==> src/rtl/restoring_divider.sv <==
// Signed restoring divider: 2W-bit dividend / W-bit divisor.
// Fixed latency, start/busy/done handshake, overflow and /0 flags.
module restoring_divider #(
   parameter int WIDTH = 4
) (
   input  logic               clk,
   input  logic               rst_n,
   input  logic               start,
   input  logic [2*WIDTH-1:0] dividend,
   input  logic [WIDTH-1:0]   divisor,
   output logic               busy,
   output logic               done,
   output logic [WIDTH-1:0]   quotient,
   output logic [WIDTH-1:0]   remainder,
   output logic               overflow,
   output logic               div_by_zero
);

   localparam int DW = 2 * WIDTH;
   localparam int CW = $clog2(DW + 1);
   localparam logic [DW-1:0] QPOS = DW'((1 << (WIDTH - 1)) - 1);
   localparam logic [DW-1:0] QNEG = DW'(1 << (WIDTH - 1));

   typedef enum logic [1:0] {
      IDLE,
      CALC,
      FIX
   } state_t;

   state_t r_state;
   state_t w_next;

   logic [CW-1:0]    r_count;
   logic [WIDTH:0]   r_prem;
   logic [DW-1:0]    r_quo;
   logic [WIDTH-1:0] r_dvs;
   logic             r_sgn_q;
   logic             r_sgn_r;
   logic             r_zero;

   logic             r_busy;
   logic             r_done;
   logic             r_ovf;
   logic             r_dz;
   logic [WIDTH-1:0] r_q;
   logic [WIDTH-1:0] r_r;

   logic             w_load;
   logic [DW-1:0]    w_dd_abs;
   logic [WIDTH-1:0] w_dv_abs;
   logic [WIDTH+1:0] w_shift;
   logic [WIDTH+1:0] w_trial;
   logic             w_fit;
   logic [WIDTH:0]   w_prem_nx;
   logic             w_ovf;

   always_comb begin
      w_next = r_state;
      w_load = 1'b0;
      unique case (r_state)
         IDLE: begin
            if (start) begin
               w_next = CALC;
               w_load = 1'b1;
            end
         end
         CALC: begin
            if (r_count == CW'(1)) w_next = FIX;
         end
         FIX:     w_next = IDLE;
         default: w_next = IDLE;
      endcase
   end

   always_ff @(posedge clk or negedge rst_n) begin
      if (!rst_n) r_state <= IDLE;
      else        r_state <= w_next;
   end

   // Magnitudes are unsigned, so the most-negative values fit exactly.
   assign w_dd_abs = dividend[DW-1] ? -dividend : dividend;
   assign w_dv_abs = divisor[WIDTH-1] ? -divisor : divisor;

   assign w_shift   = {r_prem, r_quo[DW-1]};
   assign w_trial   = w_shift - {2'b00, r_dvs};
   assign w_fit     = ~w_trial[WIDTH+1];
   assign w_prem_nx = w_fit ? w_trial[WIDTH:0] : w_shift[WIDTH:0];

   assign w_ovf = r_sgn_q ? (r_quo > QNEG) : (r_quo > QPOS);

   always_ff @(posedge clk or negedge rst_n) begin
      if (!rst_n) begin
         r_count <= '0;
         r_prem  <= '0;
         r_quo   <= '0;
         r_dvs   <= '0;
         r_sgn_q <= 1'b0;
         r_sgn_r <= 1'b0;
         r_zero  <= 1'b0;
      end else if (w_load) begin
         r_count <= CW'(DW);
         r_prem  <= '0;
         r_quo   <= w_dd_abs;
         r_dvs   <= w_dv_abs;
         r_sgn_q <= dividend[DW-1] ^ divisor[WIDTH-1];
         r_sgn_r <= dividend[DW-1];
         r_zero  <= (divisor == '0);
      end else if (r_state == CALC) begin
         r_count <= r_count - CW'(1);
         r_prem  <= w_prem_nx;
         r_quo   <= {r_quo[DW-2:0], w_fit};
      end
   end

   always_ff @(posedge clk or negedge rst_n) begin
      if (!rst_n) begin
         r_busy <= 1'b0;
         r_done <= 1'b0;
         r_ovf  <= 1'b0;
         r_dz   <= 1'b0;
         r_q    <= '0;
         r_r    <= '0;
      end else begin
         r_busy <= (w_next != IDLE);
         r_done <= (r_state == FIX);
         if (r_state == FIX) begin
            if (r_zero) begin
               r_q   <= '0;
               r_r   <= '0;
               r_ovf <= 1'b0;
               r_dz  <= 1'b1;
            end else if (w_ovf) begin
               r_q   <= '0;
               r_r   <= '0;
               r_ovf <= 1'b1;
               r_dz  <= 1'b0;
            end else begin
               r_q   <= r_sgn_q ? -r_quo[WIDTH-1:0] : r_quo[WIDTH-1:0];
               r_r   <= r_sgn_r ? -r_prem[WIDTH-1:0] : r_prem[WIDTH-1:0];
               r_ovf <= 1'b0;
               r_dz  <= 1'b0;
            end
         end
      end
   end

   assign busy        = r_busy;
   assign done        = r_done;
   assign quotient    = r_q;
   assign remainder   = r_r;
   assign overflow    = r_ovf;
   assign div_by_zero = r_dz;

endmodule

==> config.mk <==
export PLATFORM = sky130hd
export DESIGN_NAME = restoring_divider
export DESIGN_NICKNAME = d
export VERILOG_FILES = /design/src/rtl/restoring_divider.sv
export SDC_FILE = /design/constraint.sdc
export NUM_CORES = 1
export LEC_CHECK = 0
export ABC_AREA = 1
export CAP_MARGIN = 20
export CELL_PAD_IN_SITES_DETAIL_PLACEMENT = 2
export CELL_PAD_IN_SITES_GLOBAL_PLACEMENT = 2
export CORE_ASPECT_RATIO = 1.5
export CORE_MARGIN = 2
export CORE_UTILIZATION = 25
export CTS_BUF_LIST = sky130_fd_sc_hd__clkbuf_4 sky130_fd_sc_hd__clkbuf_8
export DETAILED_ROUTE_END_ITERATION = 8
export GPL_TIMING_DRIVEN = 0
export PLACE_DENSITY = 0.61
export SYNTH_ARGS = -nofsm -noshare
export SYNTH_HDL_FRONTEND = slang
export SYNTH_SLANG_ARGS = --single-unit
==> constraint.sdc <==
create_clock -name clk -period 1.5 [get_ports clk]
set_input_delay 0.3 -clock clk [delete_from_list [all_inputs] [get_ports clk]]
set_output_delay 0.3 -clock clk [all_outputs]
set_load 0.02 [all_outputs]
==> summary.md <==
| Metric | Value |
|---|---|
| Status | `finished with violations` |
| Failing checks | `setup timing` |
| Critical path startpoint | `r_prem[2]` |
| Fmax | `618 MHz` |
| Post-route clock skew | `0.00947 ns` |
| CTS tree | `built` |
| Die ar. | `9480 sq um` |
| DRT antenna net count | `0` |
| Crit-path cells | `ha_4 > inv_4 > nor2_4 > nand3_2 > nand4_1 > nand3_1 > nand3_1 > nand2_1` |
| GRT overflow | `0` |
| Register area share after synthesis | `43.7%` |
| CTS clk-pin slew, worst paths | `approximately 0.080 ns` |
| Area leader, netlist | `dfrtp_1` |
| Most common cell in the netlist | `nand2_1` |
| Crit path buffers/inverters | `1` |
| Clk buf depth | `2` |
| Number of clock buffers inserted by TritonCTS | `5` |
| Reg2Reg Launch Point | `r_prem[2]` |
| Largest net degree at the start of global routing | `35` |
| Layout fillers | `998` |
| Worst EP arrival | `1.81 ns` |
| Synth Net Count | `just under 300` |
| Worst-skew pair later-pin latency | `0.30 ns` |
| # DRC | `0` |
| Placement Rows | `a little over 40` |
| Core Box Area | `8410 sq um` |
| Critical Path RT | `1.69 ns` |
| Fin nets | `approximately 340` |
| Initial antenna violation count | `0` |
| Met2 WL | `3.71 mm` |
| Synth cell count leaders | `nand2_1 (49), inv_1 (40), dfrtp_1 (38), nand3_1 (30), nor2_1 (19)` |
| Crit start category | `flop` |
| First-pass iteration count of the detailed router | `4` |
| Multi-input logic area | `approximately 1100 sq um` |
| Synthesis Warnings | `0` |
| DR WL met3 | `~110 um` |
| Share of cells above drive strength 1 | `21.2%` |
| Share of the synthesized area in the top cell type | `between 40% and 50%` |
| Dominant cells by area after synthesis | `dfrtp_1 (44%), nand2_1 (8.5%), inv_1 (6.9%)` |
| Met1 WL | `2.43 mm` |
| Mapped Area | `2170 sq um` |
| Mean Syn Cell Area | `between 8 and 9 sq um` |
| P_leak | `1.43 nW` |
| DRT iter0 DRCs | `20` |
| Syn Inst Count | `264` |
| Num ports | `27` |
| Vias per std cell | `4.66` |
| Crit path kind | `flop to flop` |
| Max FO, Critical Path | `6` |
| Slowest CP cell | `dfrtp_2` |
| Gr usage total | `14.5%` |
| Final hold vios | `0` |
| Overall Power | `6.36 mW` |
| Drt wl/cell | `15.2 um` |
| Fin crit period | `1.62 ns` |
| Global-route wire length before repair | `roughly 10 mm` |
| Pwr dens | `2160 nW/um^2` |
| Endpoint class of the critical path | `flop` |
| H-tree levels | `2` |
| Initial core utilization | `25.8%` |
| Port Buffers | `25` |
| Post-synth EDFFs | `0` |
| Crit share post-route | `108%` |
| Final setup viols | `6` |
| Worst-margin pin slew | `0.443 ns` |
| Ant diodes | `0` |
| Peak VDD IR | `0.000601 V` |
| Die H | `118 um` |
| Routed vias | `1947` |
| Delay-heaviest family, CP | `simple AND/OR/NAND/NOR gates` |
| Pre-CTS setup slack | `-0.400 ns` |
| Hold WC Path Type | `primary input to async pin` |
| Crit path largest cell delay | `0.45 ns` |
| Post-DP HPWL | `4.87 mm` |
| Routability cong. | `0.676` |
| Yosys reg bits | `38` |
| CTS root buf | `clkbuf_8` |
| DIE WIDTH | `80.2 um` |
| Synth-to-Final Area Change | `35.2%` |
| Slew Viols, Final | `0` |
| End-of-flow core utilization | `a little over a third` |
| Count of cell types in the netlist | `29` |
| Async SR Flop Fraction | `100%` |
| Routed wire length | `6.36 mm` |
| Slew HR | `70.4%` |
| CP most frequent cell | `nand3_1` |
| RSZ-0062 raised after global routing | `yes` |
| Highest Signal Layer | `met4` |
| Storage cell area | `953 sq um` |
| Max-cap violations | `0` |
| Vias in the first global route | `between 2000 and 2500` |
| Prevailing post-synth register cell | `dfrtp_1` |
| Setup TNS | `-0.547 ns` |
| Final WS setup | `-0.118 ns` |
| CTS sink cnt | `38` |
## area by class of cell
type | instances | share of cell area, %
Multi-Input combinational cell | 174 | 38.0
Sequential cell | 38 | 32.4
Timing Repair Buffer | 39 | 12.1
Inverter | 47 | 6.26
Tap cell | 107 | 4.55
Clock buffer | 6 | 2.81
Clock inverter | 2 | 2.04
Buffer | 5 | 1.79
## per-stage QoR
step,std cells,cell area [sq um],hold slack (ns)
global placement,396,2560,0.466
global route,418,2940,0.367
finish,418,2940,0.361
floorplan,264,2180,0.00441
CTS,410,2820,0.354
detailed placement,397,2580,0.146
## routing by layer
layer,up-vias,track usage (%)
met5,-,0
met1,969,15.2
met2,17,28.1
met4,0,4.77
met3,6,2.29
li1,955,-
## kinds of logic after synthesis
family / Yosys count / share of synthesized area [%]
buffers and inverters: 52 / 10.6
flip-flops: 38 / 43.7
adder cells (fa/ha/maj): 11 / 6.67
AO/OA/AOI/OAI: 46 / 12.4
XOR/XNOR: 7 / 2.82
AND/OR/NAND/NOR: 110 / 23.8
## state kept, by name, indices dropped and copies added, names as in the netlist, 2 cells and up
register / cells
r_quo: 8
r_prem: 5
quotient: 4
r_count: 4
r_dvs: 4
remainder: 4
r_state: 2
## power breakdown
group,switching (mW),internal [mW]
clock,0.388,0.710
sequential,0.336,1.45
combinational,2.02,1.46
total,2.74,3.62
## path summary, 6_finish.rpt
path,end,slack [ns],cells after the start
setup reg to reg,r_prem[2],-0.12,8
min in group clk,r_quo[0],0.46,4
hold reg to reg,r_count[3],0.49,1
setup / recovery,r_prem[2],-0.12,8
hold / removal,r_dvs[3],0.36,2
max in group asynchronous,r_prem[2],0.70,3
## layout by cell type (no fill, tap or decap), types with 3 or more instances in the layout
cell / netlist / routed
nand2_2: 0 / 4
dfrtp_1: 38 / 36
ha_1: 10 / 6
inv_1: 40 / 32
o21ai_2: 0 / 3
a22oi_1: 4 / 3
nand3_1: 30 / 29
o211ai_1: 3 / 3
buf_4: 0 / 12
inv_2: 5 / 12
xor2_1: 6 / 6
o21ai_1: 17 / 14
ha_4: 0 / 4
o21ai_0: 9 / 9
buf_6: 4 / 3
o221ai_1: 3 / 3
nand4_1: 4 / 4
inv_4: 2 / 3
dlygate4sd2_1: 0 / 12
a21oi_1: 4 / 4
clkdlybuf4s50_1: 0 / 10
nor2_4: 3 / 4
nand2_1: 49 / 45
nor2_1: 19 / 18
clkbuf_8: 0 / 6
## what timing repair did
action | 4_1_cts | 5_1_grt
pin swaps | 13 | 14
setup buffers | 4 | 8
endpoints found under the hold margin | 4 | 0
gates resized for setup | 28 | 19
hold buffers | 1 | 0
endpoints found under the setup margin | 28 | 17
(Power assumes the default switching activity.)
